**config.mk**
```make
export PLATFORM = sky130hd
export DESIGN_NAME = sha_round_ctrl
export DESIGN_NICKNAME = d
export VERILOG_FILES = /design/src/rtl/sha_ctrl_pkg.sv /design/src/rtl/sha_round_cnt.sv /design/src/rtl/sha_round_ctrl.sv
export SDC_FILE = /design/constraint.sdc
export NUM_CORES = 1
export LEC_CHECK = 0
export ABC_CLOCK_PERIOD_IN_PS = 2300
export CORE_MARGIN = 10
export CORE_UTILIZATION = 40
export CTS_CLUSTER_SIZE = 40
export DETAILED_ROUTE_END_ITERATION = 12
export PLACE_DENSITY = 0.72
export SETUP_SLACK_MARGIN = 0.05
export SYNTH_ARGS = -nofsm -noshare
export SYNTH_HDL_FRONTEND = slang
export SYNTH_SLANG_ARGS = --single-unit
```
**constraint.sdc**
```tcl
create_clock -name usr_clk -period 2.3 [get_ports usr_clk]
set_clock_uncertainty 0.2 [all_clocks]
set_input_delay 0.46 -clock usr_clk [delete_from_list [all_inputs] [get_ports usr_clk]]
set_output_delay 0.46 -clock usr_clk [all_outputs]
set_load 0.02 [all_outputs]
```
**src/rtl/sha_ctrl_pkg.sv**
```systemverilog
// Shared types and constants for the SHA round controller.
// Holds the controller state encoding and the standard round/word counts.
package sha_ctrl_pkg;

    typedef enum logic [2:0] {
        IDLE,
        LOAD,
        ROUND,
        ACC,
        DONE
    } sha_ctrl_state_t;

    localparam int SHA256_ROUNDS = 64;
    localparam int SHA1_ROUNDS   = 80;
    localparam int SHA512_ROUNDS = 80;
    localparam int SHA_MSG_WORDS = 16;

endpackage

```
**src/rtl/sha_round_cnt.sv**
```systemverilog
// Round counter for the SHA controller: counts 0..ROUNDS-1 while enabled and
// wraps to 0 after the terminal round, so it idles at 0 between blocks.
module sha_round_cnt #(
    parameter int ROUNDS = 64,
    parameter int CNT_W  = $clog2(ROUNDS)
) (
    input  logic             clk,
    input  logic             rst_n,
    input  logic             clear,
    input  logic             en,
    output logic [CNT_W-1:0] idx,
    output logic             last
);

    assign last = (idx == CNT_W'(ROUNDS - 1));

    // Round index register; clear wins over enable.
    always_ff @(posedge clk or negedge rst_n) begin
        // NOTE: state registers use non-blocking assignments so every flop
        // samples the pre-edge value, independent of statement order.
        if (!rst_n) begin
            idx <= '0;
        end else if (clear) begin
            idx <= '0;
        end else if (en) begin
            idx <= last ? '0 : idx + CNT_W'(1);
        end
    end

endmodule

```
**src/rtl/sha_round_ctrl.sv**
```systemverilog
// SHA round controller: sequences multi-block messages through ROUNDS
// compression rounds and drives the datapath strobes.
// Optional feature: define SHA_CTRL_ABORT_EN to add the i_abort port, which
// returns the controller to IDLE from any state with highest priority.
module sha_round_ctrl
    import sha_ctrl_pkg::*;
#(
    parameter int       ROUNDS    = SHA256_ROUNDS,
    parameter int       MSG_WORDS = SHA_MSG_WORDS,
    parameter int       BLK_CNT_W = 16,
    localparam int      CNT_W     = $clog2(ROUNDS)
) (
    input  logic                 usr_clk,
    input  logic                 usr_reset_n,
`ifdef SHA_CTRL_ABORT_EN
    input  logic                 i_abort,
`endif
    input  logic                 i_start,
    input  logic                 i_blk_valid,
    input  logic                 i_last_blk,
    output logic                 o_blk_ready,
    output logic                 o_load_blk,
    output logic                 o_init,
    output logic                 o_round_en,
    output logic [CNT_W-1:0]     o_round_idx,
    output logic                 o_w_sel,
    output logic                 o_acc_en,
    output logic [BLK_CNT_W-1:0] o_blk_cnt,
    output logic                 o_busy,
    output logic                 o_valid,
    input  logic                 i_ready
);

    sha_ctrl_state_t state;
    logic            first_blk;
    logic            last_blk;
    logic            handshake;
    logic            cnt_last;
    logic            abort;

`ifdef SHA_CTRL_ABORT_EN
    assign abort = i_abort;
`else
    assign abort = 1'b0;
`endif

    // Block handshake is Mealy on i_blk_valid so the block loads in the same
    // cycle the buffer offers it; abort suppresses it.
    assign handshake  = (state == LOAD) && i_blk_valid && !abort;
    assign o_load_blk = handshake;
    assign o_init     = handshake && first_blk;

    sha_round_cnt #(
        .ROUNDS (ROUNDS),
        .CNT_W  (CNT_W)
    ) u_round_cnt (
        .clk   (usr_clk),
        .rst_n (usr_reset_n),
        .clear (handshake || abort),
        .en    (state == ROUND),
        .idx   (o_round_idx),
        .last  (cnt_last)
    );

    // Controller FSM; registered outputs are set for the state being entered.
    always_ff @(posedge usr_clk or negedge usr_reset_n) begin
        if (!usr_reset_n) begin
            state       <= IDLE;
            first_blk   <= 1'b0;
            last_blk    <= 1'b0;
            o_blk_ready <= 1'b0;
            o_round_en  <= 1'b0;
            o_w_sel     <= 1'b0;
            o_acc_en    <= 1'b0;
            o_blk_cnt   <= '0;
            o_busy      <= 1'b0;
            o_valid     <= 1'b0;
        end else if (abort) begin
            state       <= IDLE;
            first_blk   <= 1'b0;
            last_blk    <= 1'b0;
            o_blk_ready <= 1'b0;
            o_round_en  <= 1'b0;
            o_w_sel     <= 1'b0;
            o_acc_en    <= 1'b0;
            o_blk_cnt   <= '0;
            o_busy      <= 1'b0;
            o_valid     <= 1'b0;
        end else begin
            o_acc_en <= 1'b0;
            case (state)
                IDLE: begin
                    if (i_start) begin
                        state       <= LOAD;
                        first_blk   <= 1'b1;
                        o_blk_cnt   <= '0;
                        o_blk_ready <= 1'b1;
                        o_busy      <= 1'b1;
                    end
                end
                LOAD: begin
                    if (i_blk_valid) begin
                        state       <= ROUND;
                        last_blk    <= i_last_blk;
                        o_blk_ready <= 1'b0;
                        o_round_en  <= 1'b1;
                        // Round 0 always takes a message word (MSG_WORDS >= 1).
                        o_w_sel     <= 1'b0;
                        if (o_blk_cnt != {BLK_CNT_W{1'b1}}) begin
                            o_blk_cnt <= o_blk_cnt + BLK_CNT_W'(1);
                        end
                    end
                end
                ROUND: begin
                    if (cnt_last) begin
                        state      <= ACC;
                        o_round_en <= 1'b0;
                        o_w_sel    <= 1'b0;
                        o_acc_en   <= 1'b1;
                    end else begin
                        o_w_sel <= (int'(o_round_idx) + 1) >= MSG_WORDS;
                    end
                end
                ACC: begin
                    first_blk <= 1'b0;
                    if (last_blk) begin
                        state   <= DONE;
                        o_valid <= 1'b1;
                    end else begin
                        state       <= LOAD;
                        o_blk_ready <= 1'b1;
                    end
                end
                DONE: begin
                    if (i_ready) begin
                        state   <= IDLE;
                        o_valid <= 1'b0;
                        o_busy  <= 1'b0;
                    end
                end
                default: state <= IDLE;
            endcase
        end
    end

endmodule

```
Yosys cells after proc, flatten, opt, wreduce, memory -nomap -nowiden --
Cells that the tools add are included.
Word-level totals: register bits 33, output and inout bits 30, logic and storage cells 76
Cells by class: add/sub/neg operators 3, magnitude comparators 1, equality and inequality tests 13, muxes and demuxes 29, reduce and logical (&&, ||, !) cells 19
Operator list (number):
- $mux 16 | 3
- $pmux 16 s2 | 1
- $mux 6 | 3
- $add 16x1->16 const B | 1
- $ne 16x16->1 const B | 1
- $mux 3 | 5
- $pmux 3 s5 | 1
- $ne 2x2->1 const B | 6
- $reduce_and 4->1 | 3
- $reduce_bool 2->1 | 6
- $mux 1 | 10
- $pmux 1 s2 | 5
- $reduce_and 3->1 | 3
- $add 6x1->7 const B | 1
- $ge 7x5->1 const B | 1
- $add 6x1->6 const B | 1
- $eq 3x2->1 const B | 2
- $eq 6x6->1 const B | 1
- $reduce_and 2->1 | 3
- $eq 3x1->1 const B | 1
- $eq 3x3->1 const B | 1
- $logic_not 3->1 | 1
- $pmux 1 s3 | 1
- $reduce_bool 3->1 | 1
- other kinds (2) | 3

Longest topological paths before layout --
Gate-level depths: netlist of run 1.
depth in word-level cells 4, depth in mapped cells 6, gate-level depth less buffers 6

By module --
A second synthesis of run 1 with hierarchy kept.
Second synthesis, totals: cells, all modules 202, area total of the unflattened synthesis 1873.0 um2
By module, submodules not included:
- sha_round_ctrl | instances 1, cells each 170, area an instance 1552.7 um2
- sha_round_cnt | instances 1, cells each 32, area an instance 320.3 um2

Least setup slack after synthesis of run 1 --
Ideal clock, no wire load.
kind reg-to-reg, from register o_blk_cnt[1], to register o_blk_cnt[10], setup time 78 ps, arrival 1665 ps, required time 2022 ps, setup slack 358 ps, cell stages (with the launch flop) 6, period minus slack after synthesis 1942 ps, cells stage by stage dfrtp_1 ha_1 and3_1 nand3_1 or4_1 a21oi_1
On the way: word-level cells in the longest chain between the ends 4, elaborated cells between the ends (all ways) 7, classes of those cells add/sub (1); eq/ne (2); mux (3); reduce/logical (1)
RTL lines:
- from (decl) | RTL line sha_round_ctrl.sv:28 | output logic [BLK_CNT_W-1:0] o_blk_cnt,
- from (signal assigned) | RTL line sha_round_ctrl.sv:110 | o_blk_cnt <= o_blk_cnt + BLK_CNT_W'(1);
- $add 16x1->16 | RTL line sha_round_ctrl.sv:110
- $mux 16 | RTL line sha_round_ctrl.sv:109 | if (o_blk_cnt != {BLK_CNT_W{1'b1}}) begin
- $mux 16 | RTL line sha_round_ctrl.sv:102 | if (i_blk_valid) begin
- $pmux 16 s2 | RTL line sha_round_ctrl.sv:91 | case (state)
Parallel ways exist; a longest one is shown, timed or not. The select of a mux whose other input is x is not followed. A chain may end at the register's enable or synchronous reset.

Final worst setup path of run 1 --
from register state[1], to output o_init
On the way: word-level cells in the longest chain between the ends 3
RTL lines:
- from (decl) | RTL line sha_round_ctrl.sv:34 | sha_ctrl_state_t state;
- from (signal assigned) | RTL line sha_round_ctrl.sv:68 | state <= IDLE;
- from (signal assigned) | RTL line sha_round_ctrl.sv:79 | state <= IDLE;
- from (signal assigned) | RTL line sha_round_ctrl.sv:94 | state <= LOAD;
- $eq 3x1->1 | RTL line sha_round_ctrl.sv:49 | assign handshake = (state == LOAD) && i_blk_valid && !abort;
- $logic_and 1x1->1 | RTL line sha_round_ctrl.sv:49
- $logic_and 1x1->1 | RTL line sha_round_ctrl.sv:51 | assign o_init = handshake && first_blk;
- to (decl) | RTL line sha_round_ctrl.sv:23 | output logic o_init,
Every way passes these cells.

==> flow_summary.ini, run 1 <==
[outcome]
outcome = finished, final reports clean

[layout]
design_area_um2 = 2430
drive_gt1_frac = 0.166
syn2layout_area_growth_pct = 30.5
final_cell_mix = dfrtp_1, clkdlybuf4s50_1, nand2_1
utilization = 0.547
antenna_cells = 0
final_nets = 256

[timing]
hold_viol = 0
report.final.setup_viol = 0
min_period_ns = 2.15
hold_slack_ns = 0.280
period_share = 0.934
timing.setup.tns_ns = 0
fmax_ghz = 0.466
maxSlewViolCount = 0
timing.slew.headroom = 0.662
grt_setup_unrepaired = false
max_slew.worst_pin.slew_ns = 0.505

[setup_path]
crit_required_ns = 1.64
timing.critical_path.arrival_ns = 1.49
cp_slowest_cell = dfrtp_1
critPathKind = reg -> out
critical_path.cell_chain = nor3b_2 -> nand2_1 -> nor2_1 -> dlygate4sd2_1
worstPathMaxFanout = 3
path_delay_family = simple AND/OR/NAND/NOR gates
cp_endpoint_kind = output pin
largest_stage_delay_on_the_critical_path_ns = 0.39
critPathLaunchType = flop
critical_path_buf_inv_count = 1

[synthesis]
asyncSetResetFlopFracSynth = 1.00
seq_area_frac_synth = 0.443
dominantRegCellSynth = dfrtp_1
ys_types = 47
synth-edff-count = 0
synth.net_count = 209
yosys_warnings = 0
ys_seq_elements = 33
syn_area_um2 = 1860
avgSynthCellArea_um2 = 9.32
synth_cells = 200

[worst_hold_path]
hold_path_class = reg -> reg

[floorplan]
die_ar_um2 = 7790
i_o_pin_total = 36
core_area_um2 = 4440
placementRows = 24
vertical_die_dimension_um = 88.2
die_w_um = 88.2
start_util = 0.419

[detailed_routing]
wire_per_inst_um = 14.8
dr_total_vias = 1641
routed_via_density = 5.49
drcViolationCount = 0
detail-route-antenna-nets = 0
drt_iter0_drc = 81
firstDrtPassIters = 5
drt_wl_total_mm = 4.44

[clock_network]
numClockSinks = 33
htreeDepth = 2
clkTransAtPathRegs_ns = 0.07
cts_tree = yes
cts.repair.resized = 2
clk_root_buffer_cell = clkbuf_8
cts.repair_timing.setup_buffer_count = 0
clock_tree.buffer_depth = 2
cts-buffers-inserted = 5
clk-insertion-delay-late_ns = 0.28
holdBufCountCts = 0

[grt]
grt_overflow = 0
grt_pass1_wl_mm = 7.71
largest_net_degree_at_the_start_of_global_routing = 34
grt_antenna_before_repair = 0
first_global_vias = 1640
gr-usage-all-layers = 0.123

[pwr]
p_total_mw = 2.27
power_per_cell_area_nw_per_um2 = 934
pwr-share-comb = 0.428
share_clk_of_total_power = 0.231
power.share.sequential = 0.342
total_switching_power_mw = 0.832
power_report.internal_total_mw = 1.44
swShare = 0.366
peakVddDrop_uv = 571
leakagePower_nw = 1.05

[place]
place_hpwl_mm = 3.18
gp_congestion = 0.846
detailed_place.area_um2 = 2330
buffers_on_ports = 35

[job]
drv_cap = 0
## final cells by class
| class | count | area, um^2 |
|---|---|---|
| clock buffer | 5 | 68.8 |
| clock inverter | 2 | 35.0 |
| fill | 421 | 2010 |
| inverter | 7 | 26.3 |
| multi-input combinational | 150 | 950 |
| sequential | 33 | 826 |
| tap | 52 | 65.1 |
| timing repair buffer | 50 | 460 |
## tightest hold or removal path, cell delays in order, from the launching register on
cell and delay (ns):
dfrtp_1 0.35, nand2_1 0.05, nand2_1 0.05
## per-stage QoR
| stage | std cells | worst slack [ns] |
|---|---|---|
| finish | 299 | 0.153 |
| global route | 299 | 0.0694 |
| CTS | 299 | 0.138 |
| detailed placement | 292 | -0.138 |
| global placement | 292 | -0.123 |
| floorplan | 200 | 0.358 |
## cells by family (layout without fill, tap and decap cells)
logic type | Yosys count | count (layout) | share of synthesized area
multiplexers | 12 | 12 | 0.0651
adder cells (fa/ha/maj) | 3 | 3 | 0.0201
XOR/XNOR | 2 | 2 | 0.00940
flip-flops | 33 | 33 | 0.443
AO/OA/AOI/OAI | 42 | 42 | 0.150
buffers and inverters | 17 | 64 | 0.0470
AND/OR/NAND/NOR | 91 | 91 | 0.265
## final timing paths
path,startpoint,endpoint,slack (ns),cells past startpoint
min in group asynchronous,usr_reset_n,o_blk_cnt[11],0.38,2
worst min-delay path,o_w_sel,o_w_sel,0.28,2
worst max register to register,o_blk_cnt[1],o_blk_cnt[10],0.30,5
max in group asynchronous,usr_reset_n,o_blk_cnt[4],1.22,2
worst min register to register,o_w_sel,o_w_sel,0.28,2
worst max-delay path,state[1],o_init,0.15,4
## sequential cells by signal, indices dropped and copies added, names as in the netlist
signal,count
o_blk_ready,1
o_valid,1
u_round_cnt.idx,6
first_blk,1
o_w_sel,1
o_busy,1
last_blk,1
o_blk_cnt,16
o_acc_en,1
state,3
o_round_en,1
## power by group through the flow
| stage | logic (mW) | registers (mW) | clock network [mW] |
|---|---|---|---|
| after floorplan | 0.504 | 0.858 | 0 |
| after global placement | 0.972 | 0.786 | 0 |
| after detailed placement | 0.986 | 0.787 | 0 |
| after CTS | 0.981 | 0.778 | 0.530 |
| after global routing | 1.08 | 0.792 | 0.564 |
| final | 0.971 | 0.776 | 0.524 |
## routing by layer
metal  global-route usage  up-vias  share of wire
met1                0.149      794           0.45
li1                     -      807              -
met4               0.0426        0          0.012
met5                    0        -              0
met2                0.194       32           0.46
met3               0.0478        8          0.080
## synthesized netlist by cell type (all sizes together), types with 2 or more instances
cell	n	area, um^2
a211oi	8	60.1
clkbuf	3	11.3
mux2i	11	110
nand3b	3	22.5
buf	7	50.1
nor2	11	41.3
nor2b	2	12.5
nor3	2	10.0
o21a	2	15.0
nor3b	2	25.0
a21oi	11	55.1
nand2	33	126
ha	3	37.5
nand3	7	35.0
a31oi	3	18.8
and4	2	20.0
inv	7	26.3
or4	2	15.0
dfrtp	33	826
a32o	2	20.0
nand4	3	25.0
and3	6	37.5
or2	9	56.3
o21ai	8	40.0
nor4	3	18.8
Note: power is estimated with default switching activity, not from simulation.
==> run 2, diff against run 1 <==
--- a/config.mk
+++ b/config.mk
@@ -11,6 +11,7 @@
 export CTS_CLUSTER_SIZE = 40
 export DETAILED_ROUTE_END_ITERATION = 12
 export PLACE_DENSITY = 0.72
+export RECOVER_POWER = 25
 export SETUP_SLACK_MARGIN = 0.05
 export SYNTH_ARGS = -nofsm -noshare
 export SYNTH_HDL_FRONTEND = slang
==> run 2 against run 1 <==
Against the previous run:
- power barely moved
- core utilization fell by 0.056 points
- count of clock-buffer cells in the layout did not move
- critical path depth did not move
- largest power group unchanged
- combinational power barely moved
- sequential cell count did not move
- cell area fell by 0.10%
- wire length barely moved
- final cell count did not move
- worst hold slack did not move
==> flow_summary.ini, run 2 (synthesis results as in run 1) <==
[outcome]
outcome = finished, final reports clean

[layout]
layout.cells.most_common = dfrtp_1
largest_register = o_blk_cnt
syn2layout_area_growth_pct = 30.4
filler_cell_count = 422
final_nets = 256
final_cell_mix = dfrtp_1, nand2_1, clkdlybuf4s50_1
reg_top3 = o_blk_cnt (16), u_round_cnt.idx (6), state (3)
instances_no_fill = 299
design_area_um2 = 2430
final-seq-area_um2 = 826
largest_register_ff_count = 16
antenna_cells = 0
drive_gt1_frac = 0.166
multiInputGateArea_um2 = 950

[grt]
grt_overflow = 0
first_global_vias = 1640
gr-usage-all-layers = 0.123
largest_net_degree_at_the_start_of_global_routing = 34
grt_antenna_before_repair = 0
grt_pass1_wl_mm = 7.71

[worst_hold_path]
hold_path_class = reg -> reg

[floorplan]
vertical_die_dimension_um = 88.2
start_util = 0.419
core_area_um2 = 4440
die_ar_um2 = 7790
placementRows = 24
i_o_pin_total = 36
die_w_um = 88.2

[setup_path]
cp_slowest_cell = dfrtp_1
path_delay_family = simple AND/OR/NAND/NOR gates
crit_required_ns = 1.64
worstPathMaxFanout = 3
critPathKind = reg -> out
cp_endpoint_kind = output pin
critPathLaunchType = flop
critical_path_buf_inv_count = 1
timing.critical_path.arrival_ns = 1.49
critical_path.cell_chain = nor3b_2 -> nand2_1 -> nor2_1 -> dlygate4sd2_1
largest_stage_delay_on_the_critical_path_ns = 0.39

[timing]
hold_viol = 0
max_slew.worst_pin.slew_ns = 0.813
fmax_ghz = 0.466
report.final.setup_viol = 0
timing.setup.tns_ns = 0
maxSlewViolCount = 0
grt_setup_unrepaired = false
min_period_ns = 2.15
timing.slew.headroom = 0.458
period_share = 0.934

[detailed_routing]
drt_wl_total_mm = 4.44
drcViolationCount = 0
detail-route-antenna-nets = 0
drt_iter0_drc = 81
routed_via_density = 5.49
dr_total_vias = 1641
wire_per_inst_um = 14.8
firstDrtPassIters = 5

[pwr]
power_per_cell_area_nw_per_um2 = 935
peakVddDrop_uv = 571
leakagePower_nw = 1.05

[clock_network]
cts-buffers-inserted = 5
clk-insertion-delay-late_ns = 0.28
cts.repair_timing.setup_buffer_count = 0
clock_tree.buffer_depth = 2
holdBufCountCts = 0
htreeDepth = 2
clkTransAtPathRegs_ns = 0.07
cts_tree = yes
cts.repair.resized = 2
numClockSinks = 33
clk_root_buffer_cell = clkbuf_8

[place]
placed_cells_incl_taps = 292
buffers_on_ports = 35
gp_congestion = 0.846
place_hpwl_mm = 3.18
detailed_place.area_um2 = 2330

[job]
drv_cap = 0
==> run 2: cell types whose count changed in the layout (fill, tap and decap cells not counted) <==
| cell | change |
|---|---|
| dlygate4sd3_1 | +1 |
| clkbuf_2 | +1 |
| buf_4 | -1 |
| clkdlybuf4s50_1 | -1 |
==> run 2: worst reg2reg max path: stages, from the launching register on <==
cell and delay, ns:
dfrtp_1 0.42, ha_1 0.19, and3_1 0.25, nand3_1 0.18
or4_1 0.54, a21oi_1 0.15
==> run 2: where the power goes <==
part	internal [mW]	switching (mW)	leakage, nW	total (mW)
registers	0.680	0.0958	0.434	0.776
logic	0.443	0.527	0.564	0.970
clock network	0.315	0.209	0.0540	0.524
==> run 2: final cells by class <==
cell class | instances | share of cell area
multi-input combinational | 150 | 0.391
timing repair buffer | 50 | 0.189
inverter | 7 | 0.0108
clock buffer | 5 | 0.0283
tap | 52 | 0.0268
clock inverter | 2 | 0.0144
sequential | 33 | 0.340
==> run 2: path summary, 6_finish.rpt <==
kind,from,endpoint,slack [ns],depth (start not counted)
setup / recovery,state[1],o_init,0.15,4
hold / removal,o_w_sel,o_w_sel,0.28,2
setup reg to reg,o_blk_cnt[1],o_blk_cnt[10],0.30,5
hold reg to reg,o_w_sel,o_w_sel,0.28,2
max in group asynchronous,usr_reset_n,o_blk_cnt[4],0.79,2
min in group asynchronous,usr_reset_n,o_blk_cnt[11],0.60,2
==> run 2: routing by layer <==
metal	share of wire	vias to the layer above	track usage	wire (um)
li1	-	807	-	-
met1	0.45	794	0.149	2010
met2	0.46	32	0.194	2020
met3	0.080	8	0.0478	353
met4	0.012	0	0.0426	54
met5	0	-	0	0
==> run 2: stage by stage <==
step	worst slack (ns)	hold slack [ns]	power, mW	util
2_1_floorplan	0.358	-0.0356	1.36	-
3_5_place_dp	-0.138	0.271	1.77	0.524
4_1_cts	0.138	0.288	2.29	0.547
6_report	0.153	0.280	2.27	0.546
3_3_place_gp	-0.123	0.269	1.76	0.524
5_1_grt	0.0694	0.331	2.44	0.546
